==> src/rtl/cv32e40p_pkg.sv <==
// Shared ALU fault-tolerance definitions: operator encoding, op classes, vote modes
// and the rule that turns a per-class healthy-ALU set into a selection entry.
package cv32e40p_pkg;

    localparam int unsigned ALU_OP_WIDTH = 7;
    localparam int unsigned N_CLASS      = 9;
    localparam int unsigned TMR_WIDTH    = 3;

    typedef enum logic [ALU_OP_WIDTH-1:0] {
        ALU_ADD   = 7'b0011000, ALU_SUB   = 7'b0011001, ALU_ADDU  = 7'b0011010, ALU_SUBU  = 7'b0011011,
        ALU_ADDR  = 7'b0011100, ALU_SUBR  = 7'b0011101, ALU_ADDUR = 7'b0011110, ALU_SUBUR = 7'b0011111,
        ALU_SRA   = 7'b0100100, ALU_SRL   = 7'b0100101, ALU_ROR   = 7'b0100110, ALU_SLL   = 7'b0100111,
        ALU_XOR   = 7'b0101111, ALU_OR    = 7'b0101110, ALU_AND   = 7'b0010101,
        ALU_BEXT  = 7'b0101000, ALU_BEXTU = 7'b0101001, ALU_BINS  = 7'b0101010, ALU_BCLR  = 7'b0101011,
        ALU_BSET  = 7'b0101100, ALU_BREV  = 7'b1001001,
        ALU_FF1   = 7'b0110110, ALU_FL1   = 7'b0110111, ALU_CNT   = 7'b0110100, ALU_CLB   = 7'b0110101,
        ALU_SHUF  = 7'b0111010, ALU_SHUF2 = 7'b0111011, ALU_PCKLO = 7'b0111000, ALU_PCKHI = 7'b0111001,
        ALU_EXTS  = 7'b0111110, ALU_EXT   = 7'b0111111, ALU_INS   = 7'b0101101,
        ALU_LTS   = 7'b0000000, ALU_LTU   = 7'b0000001, ALU_SLTS  = 7'b0000010, ALU_SLTU  = 7'b0000011,
        ALU_LES   = 7'b0000100, ALU_LEU   = 7'b0000101, ALU_SLETS = 7'b0000110, ALU_SLETU = 7'b0000111,
        ALU_GTS   = 7'b0001000, ALU_GTU   = 7'b0001001, ALU_GES   = 7'b0001010, ALU_GEU   = 7'b0001011,
        ALU_EQ    = 7'b0001100, ALU_NE    = 7'b0001101,
        ALU_ABS   = 7'b0010100, ALU_CLIP  = 7'b0010110, ALU_CLIPU = 7'b0010111,
        ALU_MIN   = 7'b0010000, ALU_MINU  = 7'b0010001, ALU_MAX   = 7'b0010010, ALU_MAXU  = 7'b0010011,
        ALU_DIVU  = 7'b0110000, ALU_DIV   = 7'b0110001, ALU_REMU  = 7'b0110010, ALU_REM   = 7'b0110011
    } alu_opcode_e;

    typedef enum logic [3:0] {
        CLS_SHIFT_ADD  = 4'd0,
        CLS_LOGIC      = 4'd1,
        CLS_BIT_MAN    = 4'd2,
        CLS_BIT_COUNT  = 4'd3,
        CLS_SHUF       = 4'd4,
        CLS_COMPARISON = 4'd5,
        CLS_ABS        = 4'd6,
        CLS_MIN_MAX    = 4'd7,
        CLS_DIV_REM    = 4'd8,
        CLS_OTHER      = 4'd9
    } alu_class_e;

    typedef enum logic [1:0] {
        VOTE_NONE   = 2'd0,
        VOTE_SINGLE = 2'd1,
        VOTE_DMR    = 2'd2,
        VOTE_TMR    = 2'd3
    } vote_mode_e;

    typedef struct packed {
        logic [3:0] sel;
        vote_mode_e mode;
    } alu_sel_entry_t;

    localparam alu_sel_entry_t RESET_ENTRY = '{sel: 4'b0111, mode: VOTE_TMR};

    function automatic alu_sel_entry_t build_entry(input logic [3:0] healthy);
        alu_sel_entry_t entry;
        logic [1:0]     picked;
        entry  = '{sel: '0, mode: VOTE_NONE};
        picked = '0;
        for (int unsigned k = 0; k < 4; k++) begin
            if (healthy[k] && picked != 2'(TMR_WIDTH)) begin
                entry.sel[k] = 1'b1;
                picked       = picked + 2'd1;
            end
        end
        // Vote-mode encoding is the number of lanes selected.
        entry.mode = vote_mode_e'(picked);
        return entry;
    endfunction

endpackage

==> src/rtl/cv32e40p_alu_reconf_ctrl_ft_if.sv <==
// Issue/selection handshake between the core issue logic and the ALU reconfiguration controller.
interface cv32e40p_alu_reconf_ctrl_ft_if;
    import cv32e40p_pkg::*;

    logic                    alu_valid_i;
    logic [ALU_OP_WIDTH-1:0] alu_operator_i;
    logic                    pipe_idle_i;
    logic                    reconf_stall_o;
    logic [3:0]              alu_sel_o;
    vote_mode_e              vote_mode_o;
    logic                    sel_valid_o;
    logic [3:0]              clock_en_o;

    modport master (
        output alu_valid_i, alu_operator_i, pipe_idle_i,
        input  reconf_stall_o, alu_sel_o, vote_mode_o, sel_valid_o, clock_en_o
    );

    modport slave (
        input  alu_valid_i, alu_operator_i, pipe_idle_i,
        output reconf_stall_o, alu_sel_o, vote_mode_o, sel_valid_o, clock_en_o
    );

endinterface

==> src/rtl/cv32e40p_alu_class_decode_ft.sv <==
// Maps an ALU operator onto its redundancy op class; shared with the error counter.
module cv32e40p_alu_class_decode_ft
    import cv32e40p_pkg::*;
(
    input  logic [ALU_OP_WIDTH-1:0] alu_operator_i,
    output alu_class_e              op_class_o
);

    always_comb begin
        op_class_o = CLS_OTHER;
        case (alu_operator_i)
            ALU_ADD, ALU_SUB, ALU_ADDU, ALU_SUBU, ALU_ADDR, ALU_SUBR, ALU_ADDUR, ALU_SUBUR,
            ALU_SRA, ALU_SRL, ALU_ROR, ALU_SLL:
                op_class_o = CLS_SHIFT_ADD;
            ALU_XOR, ALU_OR, ALU_AND:
                op_class_o = CLS_LOGIC;
            ALU_BEXT, ALU_BEXTU, ALU_BINS, ALU_BCLR, ALU_BSET, ALU_BREV:
                op_class_o = CLS_BIT_MAN;
            ALU_FF1, ALU_FL1, ALU_CNT, ALU_CLB:
                op_class_o = CLS_BIT_COUNT;
            ALU_SHUF, ALU_SHUF2, ALU_PCKLO, ALU_PCKHI, ALU_EXTS, ALU_EXT, ALU_INS:
                op_class_o = CLS_SHUF;
            ALU_LTS, ALU_LTU, ALU_SLTS, ALU_SLTU, ALU_LES, ALU_LEU, ALU_SLETS, ALU_SLETU,
            ALU_GTS, ALU_GTU, ALU_GES, ALU_GEU, ALU_EQ, ALU_NE:
                op_class_o = CLS_COMPARISON;
            ALU_ABS, ALU_CLIP, ALU_CLIPU:
                op_class_o = CLS_ABS;
            ALU_MIN, ALU_MINU, ALU_MAX, ALU_MAXU:
                op_class_o = CLS_MIN_MAX;
            ALU_DIVU, ALU_DIV, ALU_REMU, ALU_REM:
                op_class_o = CLS_DIV_REM;
            default:
                op_class_o = CLS_OTHER;
        endcase
    end

endmodule

==> src/rtl/cv32e40p_alu_reconf_ctrl_ft.sv <==
// Rebuilds the per-class ALU selection table when the permanent-fault map changes,
// and steers each issued op to its redundant ALU set with one cycle of latency.
module cv32e40p_alu_reconf_ctrl_ft #(
    parameter int unsigned N_ALU   = 4,
    parameter int unsigned N_CLASS = 9
) (
    input  logic                          clk,
    input  logic                          rst_n,
    input  logic [N_ALU-1:0][N_CLASS-1:0] permanent_faulty_alu_i,
    cv32e40p_alu_reconf_ctrl_ft_if.slave  alu_if,
    output logic                          no_alu_o
);
    import cv32e40p_pkg::*;

    typedef enum logic [1:0] {
        ST_RUN     = 2'd0,
        ST_DRAIN   = 2'd1,
        ST_REBUILD = 2'd2
    } state_e;

    localparam logic [3:0] LAST_IDX = 4'(N_CLASS - 1);

    state_e                          state_q, state_d;
    logic [N_ALU-1:0][N_CLASS-1:0]   faulty_q, faulty_d;
    logic [3:0]                      idx_q, idx_d;
    alu_sel_entry_t [N_CLASS-1:0]    tbl_q, tbl_d;
    logic                            sel_valid_q, sel_valid_d;
    alu_sel_entry_t                  sel_q, sel_d;
    logic                            no_alu_q, no_alu_d;
    alu_class_e                      op_class;
    logic                            fault_change;
    logic [N_ALU-1:0]                healthy;

    cv32e40p_alu_class_decode_ft u_class_decode (
        .alu_operator_i (alu_if.alu_operator_i),
        .op_class_o     (op_class)
    );

    assign fault_change = (permanent_faulty_alu_i != faulty_q);

    always_comb begin
        healthy = '0;
        for (int unsigned k = 0; k < N_ALU; k++) begin
            healthy[k] = ~faulty_q[k][idx_q];
        end
    end

    always_comb begin
        state_d  = state_q;
        faulty_d = faulty_q;
        idx_d    = idx_q;
        tbl_d    = tbl_q;
        unique case (state_q)
            ST_RUN: begin
                if (fault_change) begin
                    faulty_d = permanent_faulty_alu_i;
                    state_d  = ST_DRAIN;
                end
            end
            ST_DRAIN: begin
                if (fault_change) begin
                    faulty_d = permanent_faulty_alu_i;
                end else if (alu_if.pipe_idle_i) begin
                    state_d = ST_REBUILD;
                    idx_d   = '0;
                end
            end
            ST_REBUILD: begin
                // A fault arriving mid-rebuild restarts from class 0 so the table is never mixed.
                if (fault_change) begin
                    faulty_d = permanent_faulty_alu_i;
                    idx_d    = '0;
                end else begin
                    tbl_d[idx_q] = build_entry(healthy);
                    if (idx_q == LAST_IDX) begin
                        state_d = ST_RUN;
                        idx_d   = '0;
                    end else begin
                        idx_d = idx_q + 4'd1;
                    end
                end
            end
            default: state_d = ST_RUN;
        endcase
    end

    always_comb begin
        sel_valid_d = 1'b0;
        sel_d       = '{sel: '0, mode: VOTE_NONE};
        if (state_q == ST_RUN && alu_if.alu_valid_i) begin
            sel_valid_d = 1'b1;
            sel_d       = (op_class == CLS_OTHER) ? RESET_ENTRY : tbl_q[op_class];
        end
        no_alu_d = 1'b0;
        for (int unsigned c = 0; c < N_CLASS; c++) begin
            no_alu_d = no_alu_d | (tbl_d[c].mode == VOTE_NONE);
        end
    end

    always_ff @(posedge clk or negedge rst_n) begin
        if (!rst_n) begin
            state_q     <= ST_RUN;
            faulty_q    <= '0;
            idx_q       <= '0;
            for (int unsigned c = 0; c < N_CLASS; c++) begin
                tbl_q[c] <= RESET_ENTRY;
            end
            sel_valid_q <= 1'b0;
            sel_q       <= '{sel: '0, mode: VOTE_NONE};
            no_alu_q    <= 1'b0;
        end else begin
            state_q     <= state_d;
            faulty_q    <= faulty_d;
            idx_q       <= idx_d;
            tbl_q       <= tbl_d;
            sel_valid_q <= sel_valid_d;
            sel_q       <= sel_d;
            no_alu_q    <= no_alu_d;
        end
    end

    assign alu_if.reconf_stall_o = (state_q != ST_RUN);
    assign alu_if.sel_valid_o    = sel_valid_q;
    assign alu_if.alu_sel_o      = sel_q.sel;
    assign alu_if.vote_mode_o    = sel_q.mode;
    assign alu_if.clock_en_o     = sel_valid_q ? sel_q.sel : '0;
    assign no_alu_o              = no_alu_q;

endmodule

==> src/flat_wrapper.sv <==
// flat-port wrapper written by rule: the top's interface ports become plain ports
module cv32e40p_alu_reconf_ctrl_ft_flat import cv32e40p_pkg::*;
#(
    parameter int unsigned N_ALU   = 4,
    parameter int unsigned N_CLASS = 9
)
  (clk, rst_n, permanent_faulty_alu_i, no_alu_o, alu_if_alu_valid_i, alu_if_alu_operator_i, alu_if_pipe_idle_i, alu_if_reconf_stall_o, alu_if_alu_sel_o, alu_if_vote_mode_o, alu_if_sel_valid_o, alu_if_clock_en_o);
  cv32e40p_alu_reconf_ctrl_ft_if alu_if_i ();
  input  logic clk;
  input  logic rst_n;
  input  logic [N_ALU-1:0][N_CLASS-1:0] permanent_faulty_alu_i;
  output logic no_alu_o;
  input wire logic [$bits(alu_if_i.alu_valid_i)-1:0] alu_if_alu_valid_i;
  input wire logic [$bits(alu_if_i.alu_operator_i)-1:0] alu_if_alu_operator_i;
  input wire logic [$bits(alu_if_i.pipe_idle_i)-1:0] alu_if_pipe_idle_i;
  output wire logic [$bits(alu_if_i.reconf_stall_o)-1:0] alu_if_reconf_stall_o;
  output wire logic [$bits(alu_if_i.alu_sel_o)-1:0] alu_if_alu_sel_o;
  output wire logic [$bits(alu_if_i.vote_mode_o)-1:0] alu_if_vote_mode_o;
  output wire logic [$bits(alu_if_i.sel_valid_o)-1:0] alu_if_sel_valid_o;
  output wire logic [$bits(alu_if_i.clock_en_o)-1:0] alu_if_clock_en_o;
  assign alu_if_i.alu_valid_i = alu_if_alu_valid_i;
  assign alu_if_i.alu_operator_i = alu_if_alu_operator_i;
  assign alu_if_i.pipe_idle_i = alu_if_pipe_idle_i;
  assign alu_if_reconf_stall_o = alu_if_i.reconf_stall_o;
  assign alu_if_alu_sel_o = alu_if_i.alu_sel_o;
  assign alu_if_vote_mode_o = alu_if_i.vote_mode_o;
  assign alu_if_sel_valid_o = alu_if_i.sel_valid_o;
  assign alu_if_clock_en_o = alu_if_i.clock_en_o;
  cv32e40p_alu_reconf_ctrl_ft #(.N_ALU(N_ALU), .N_CLASS(N_CLASS)) u_core (.clk(clk), .rst_n(rst_n), .permanent_faulty_alu_i(permanent_faulty_alu_i), .alu_if(alu_if_i), .no_alu_o(no_alu_o));
endmodule
==> config.mk <==
export PLATFORM = sky130hd
export DESIGN_NAME = cv32e40p_alu_reconf_ctrl_ft_flat
export DESIGN_NICKNAME = d
export VERILOG_FILES = /design/src/rtl/cv32e40p_pkg.sv /design/src/rtl/cv32e40p_alu_reconf_ctrl_ft_if.sv /design/src/rtl/cv32e40p_alu_class_decode_ft.sv /design/src/rtl/cv32e40p_alu_reconf_ctrl_ft.sv /design/src/flat_wrapper.sv
export SDC_FILE = /design/constraint.sdc
export NUM_CORES = 1
export LEC_CHECK = 0
export ABC_AREA = 1
export CELL_PAD_IN_SITES_DETAIL_PLACEMENT = 2
export CELL_PAD_IN_SITES_GLOBAL_PLACEMENT = 2
export CORE_MARGIN = 5
export CORE_UTILIZATION = 30
export DETAILED_ROUTE_END_ITERATION = 10
export PLACE_DENSITY = 0.84
export SKIP_LAST_GASP = 1
export SLEW_MARGIN = 20
export SYNTH_ARGS = -nofsm -noshare
export SYNTH_HDL_FRONTEND = slang
export SYNTH_HIERARCHICAL = 1
export SYNTH_SLANG_ARGS = --single-unit
==> constraint.sdc <==
create_clock -name clk -period 3.45 [get_ports clk]
set_input_delay 1.035 -clock clk [delete_from_list [all_inputs] [get_ports clk]]
set_output_delay 1.035 -clock clk [all_outputs]
set_load 0.005 [all_outputs]
==> out/metrics.yaml <==
p_leak_uw: 0.00359
endpoint_kind: "register"
holdWs_ns: 0.493
path_clk_slew_ns: 0.07
maxSlewViolCount: 0
r2r-end: "u_core/no_alu_o$_DFF_PN0_"
antenna_found_initial: 0
rrSetupSlack_ns: 0.08
finClkSkew_ns: 0.00732
grtUsageTotal: 0.192
tns_ns: 0
fmax_mhz: 296
synthMuxAreaShare: 0.0225
routed_wl_um: 23600
placed_area_um2: 7530
drtIter0Drc: 185
cts_root_buf: "clkbuf_16"
clkLatencyLatePin_ns: 0.36
hold_start: "u_core/tbl_q[21]$_DFFE_PN1P_"
drcViolationCount: 0
final_cell_mix: "nand2_1, inv_1, o21ai_0"
path_class: "register to register"
die-area_um2: 24200
min_path_cells: 2
fin_area_um2: 7960
syn_area_per_cell_um2: 7.32
tightest_slew_ns: 0.448
timing.final.crit_share: 0.978
hold_violations: 0
cts_tree: "yes"
status: "finished, final reports clean"
chipHeight_um: 156
vdd.ir_drop.worst_mv: 0.238
grt_pass1_wl_um: 37000
num_rows: 53
synth_edf_count: 0
core_area_um2: 21000
synth_adder_area_share: 0.0138
fin_util: 0.380
slew_headroom: 0.701
htreeDepth: 3
yosysWarnings: 6
synth_area_um2: 6350
reg2reg_depth: 24
synthArstFlopShare: 1.00
drt-vias-per-instance: 5.04
drive_above_1_share: 0.179
io_buffers: 59
synth-seq-cells: 104
ys.flop_type: "dfrtp_1"
whs_endpoint: "u_core/tbl_q[21]$_DFFE_PN1P_"
critPathMaxFanout: 10
synth_cell_types: 44
synth_simple_gate_area_frac: 0.292
place_ws_ns: -0.0649
cts.sinks: 104
overflow: 0
synth_nets: 922
wl_per_cell_um: 19.1
cts-buffers-inserted: 9
clock_path_buffers: 2
startpoint_type: "register"
timing.rr.start: "u_core/idx_q[3]$_DFFE_PN0P_"
cap_viol_max_count: 0
first_global_vias: 7007
start_util: 0.303
area_growth_pct: 25.3
syn_inst: 868
vias: 6230
ioPinCount: 60
dp_hpwl_um: 17300
ant_nets: 0
synth_compound_area_frac: 0.139
synth_top_family_by_area: "simple AND/OR/NAND/NOR gates"
finalSetupViolations: 0
n_antenna_cell: 0
dr.pass1.iters: 4
layout_commonest_cell: "nand2_1"
place_congestion: 0.819
synth_xor_area_frac: 0.0234
worst_slack_ns: 0.0754
powerDensity_nw_per_um2: 361
required_ns: 3.69
hp-class: "register to register"
grt_max_degree: 57
min_period_ns: 3.37
worstPathArrival_ns: 3.62
fin_nets: 1010
yosysSeqAreaShare: 0.419
die_x_um: 156
repair_timing:
item / in CTS / in global routing
setup endpoints to repair: 1 / 6
hold buffers: 0 / 0
gates resized for setup: 6 / 20
pin swaps: 0 / 3
setup buffers: 1 / 2
cell usage after synthesis, drive strengths merged (7+ instances only):
cell,count,share of area
nand2,262,0.16
inv,114,0.068
o21ai,114,0.092
nor2,92,0.059
dfrtp,59,0.23
nand3,47,0.043
dfstp,45,0.19
a21oi,27,0.022
buf,13,0.015
clkbuf,13,0.0077
nand4,12,0.020
xnor2,11,0.015
mux2,10,0.018
o211ai,9,0.011
ha,7,0.014
nor3,7,0.0055
routing by layer:
metal | share of wire | track usage
met5 | 0 | 0
met4 | 0.029 | 0.0696
met3 | 0.025 | 0.0275
met2 | 0.52 | 0.349
met1 | 0.42 | 0.231
kinds of logic after synthesis:
kind of cell	count (synthesis)
XOR/XNOR	17
AND/OR/NAND/NOR	425
multiplexers	13
AO/OA/AOI/OAI	161
buffers and inverters	141
adder cells (fa/ha/maj)	7
flip-flops	104
layout make-up:
class | count | area (um^2)
Multi-Input combinational cell | 623 | 3180
Inverter | 115 | 434
Fill cell | 2494 | 13000
Timing Repair Buffer | 103 | 1000
Clock buffer | 13 | 283
Sequential cell | 104 | 2660
Tap cell | 275 | 344
Clock inverter | 3 | 52.6
where the power goes:
part / internal (uW) / switching (uW) / total, uW
combinational: 169 / 260 / 428
clock: 663 / 510 / 1170
sequential: 1240 / 25.6 / 1270
metrics by stage:
| step | power, uW | cells |
|---|---|---|
| floorplan | 1490 | 868 |
| global placement | 1680 | 1217 |
| detailed placement | 1700 | 1217 |
| CTS | 2890 | 1234 |
| global route | 2990 | 1236 |
| finish | 2870 | 1236 |
critical path: stages, from the launching register on:
cell	delay, ns
dfrtp_2	0.43
buf_4	0.16
inv_1	0.09
nor2_4	0.14
nand2_1	0.08
o21ai_1	0.13
o21a_1	0.16
inv_1	0.10
ha_4	0.28
inv_1	0.09
nand2_2	0.11
nand2_2	0.10
nand2_1	0.06
ha_1	0.19
inv_1	0.11
nand2_4	0.09
buf_6	0.16
nand3_1	0.09
nand2_2	0.10
nand2_1	0.11
o21ai_1	0.09
nand2_1	0.11
nand2_1	0.08
nor2_2	0.12
nand3_1	0.08
registers in the layout, indices dropped and copies added (netlist names):
signal and cells:
u_core/idx_q 4, u_core/no_alu_o 1, u_core/alu_if.vote_mode_o 2, u_core/alu_if.alu_sel_o 4, u_core/tbl_q 54, u_core/faulty_q 36, u_core/state_q 2, u_core/alu_if.sel_valid_o 1
how the worst max path moves through the flow:
stage | slack, ns | end | start
3_3_place_gp | 0.06 | u_core/no_alu_o$_DFF_PN0_ | permanent_faulty_alu_i[2]
4_1_cts | 0.004 | u_core/no_alu_o$_DFF_PN0_ | u_core/idx_q[2]$_DFFE_PN0P_
6_report | 0.08 | u_core/no_alu_o$_DFF_PN0_ | u_core/idx_q[3]$_DFFE_PN0P_
2_1_floorplan | 0.21 | u_core/no_alu_o$_DFF_PN0_ | u_core/idx_q[3]$_DFFE_PN0P_
5_1_grt | -0.13 | u_core/no_alu_o$_DFF_PN0_ | u_core/idx_q[2]$_DFFE_PN0P_
3_5_place_dp | -0.06 | u_core/no_alu_o$_DFF_PN0_ | permanent_faulty_alu_i[17]
(Power assumes the default switching activity.)
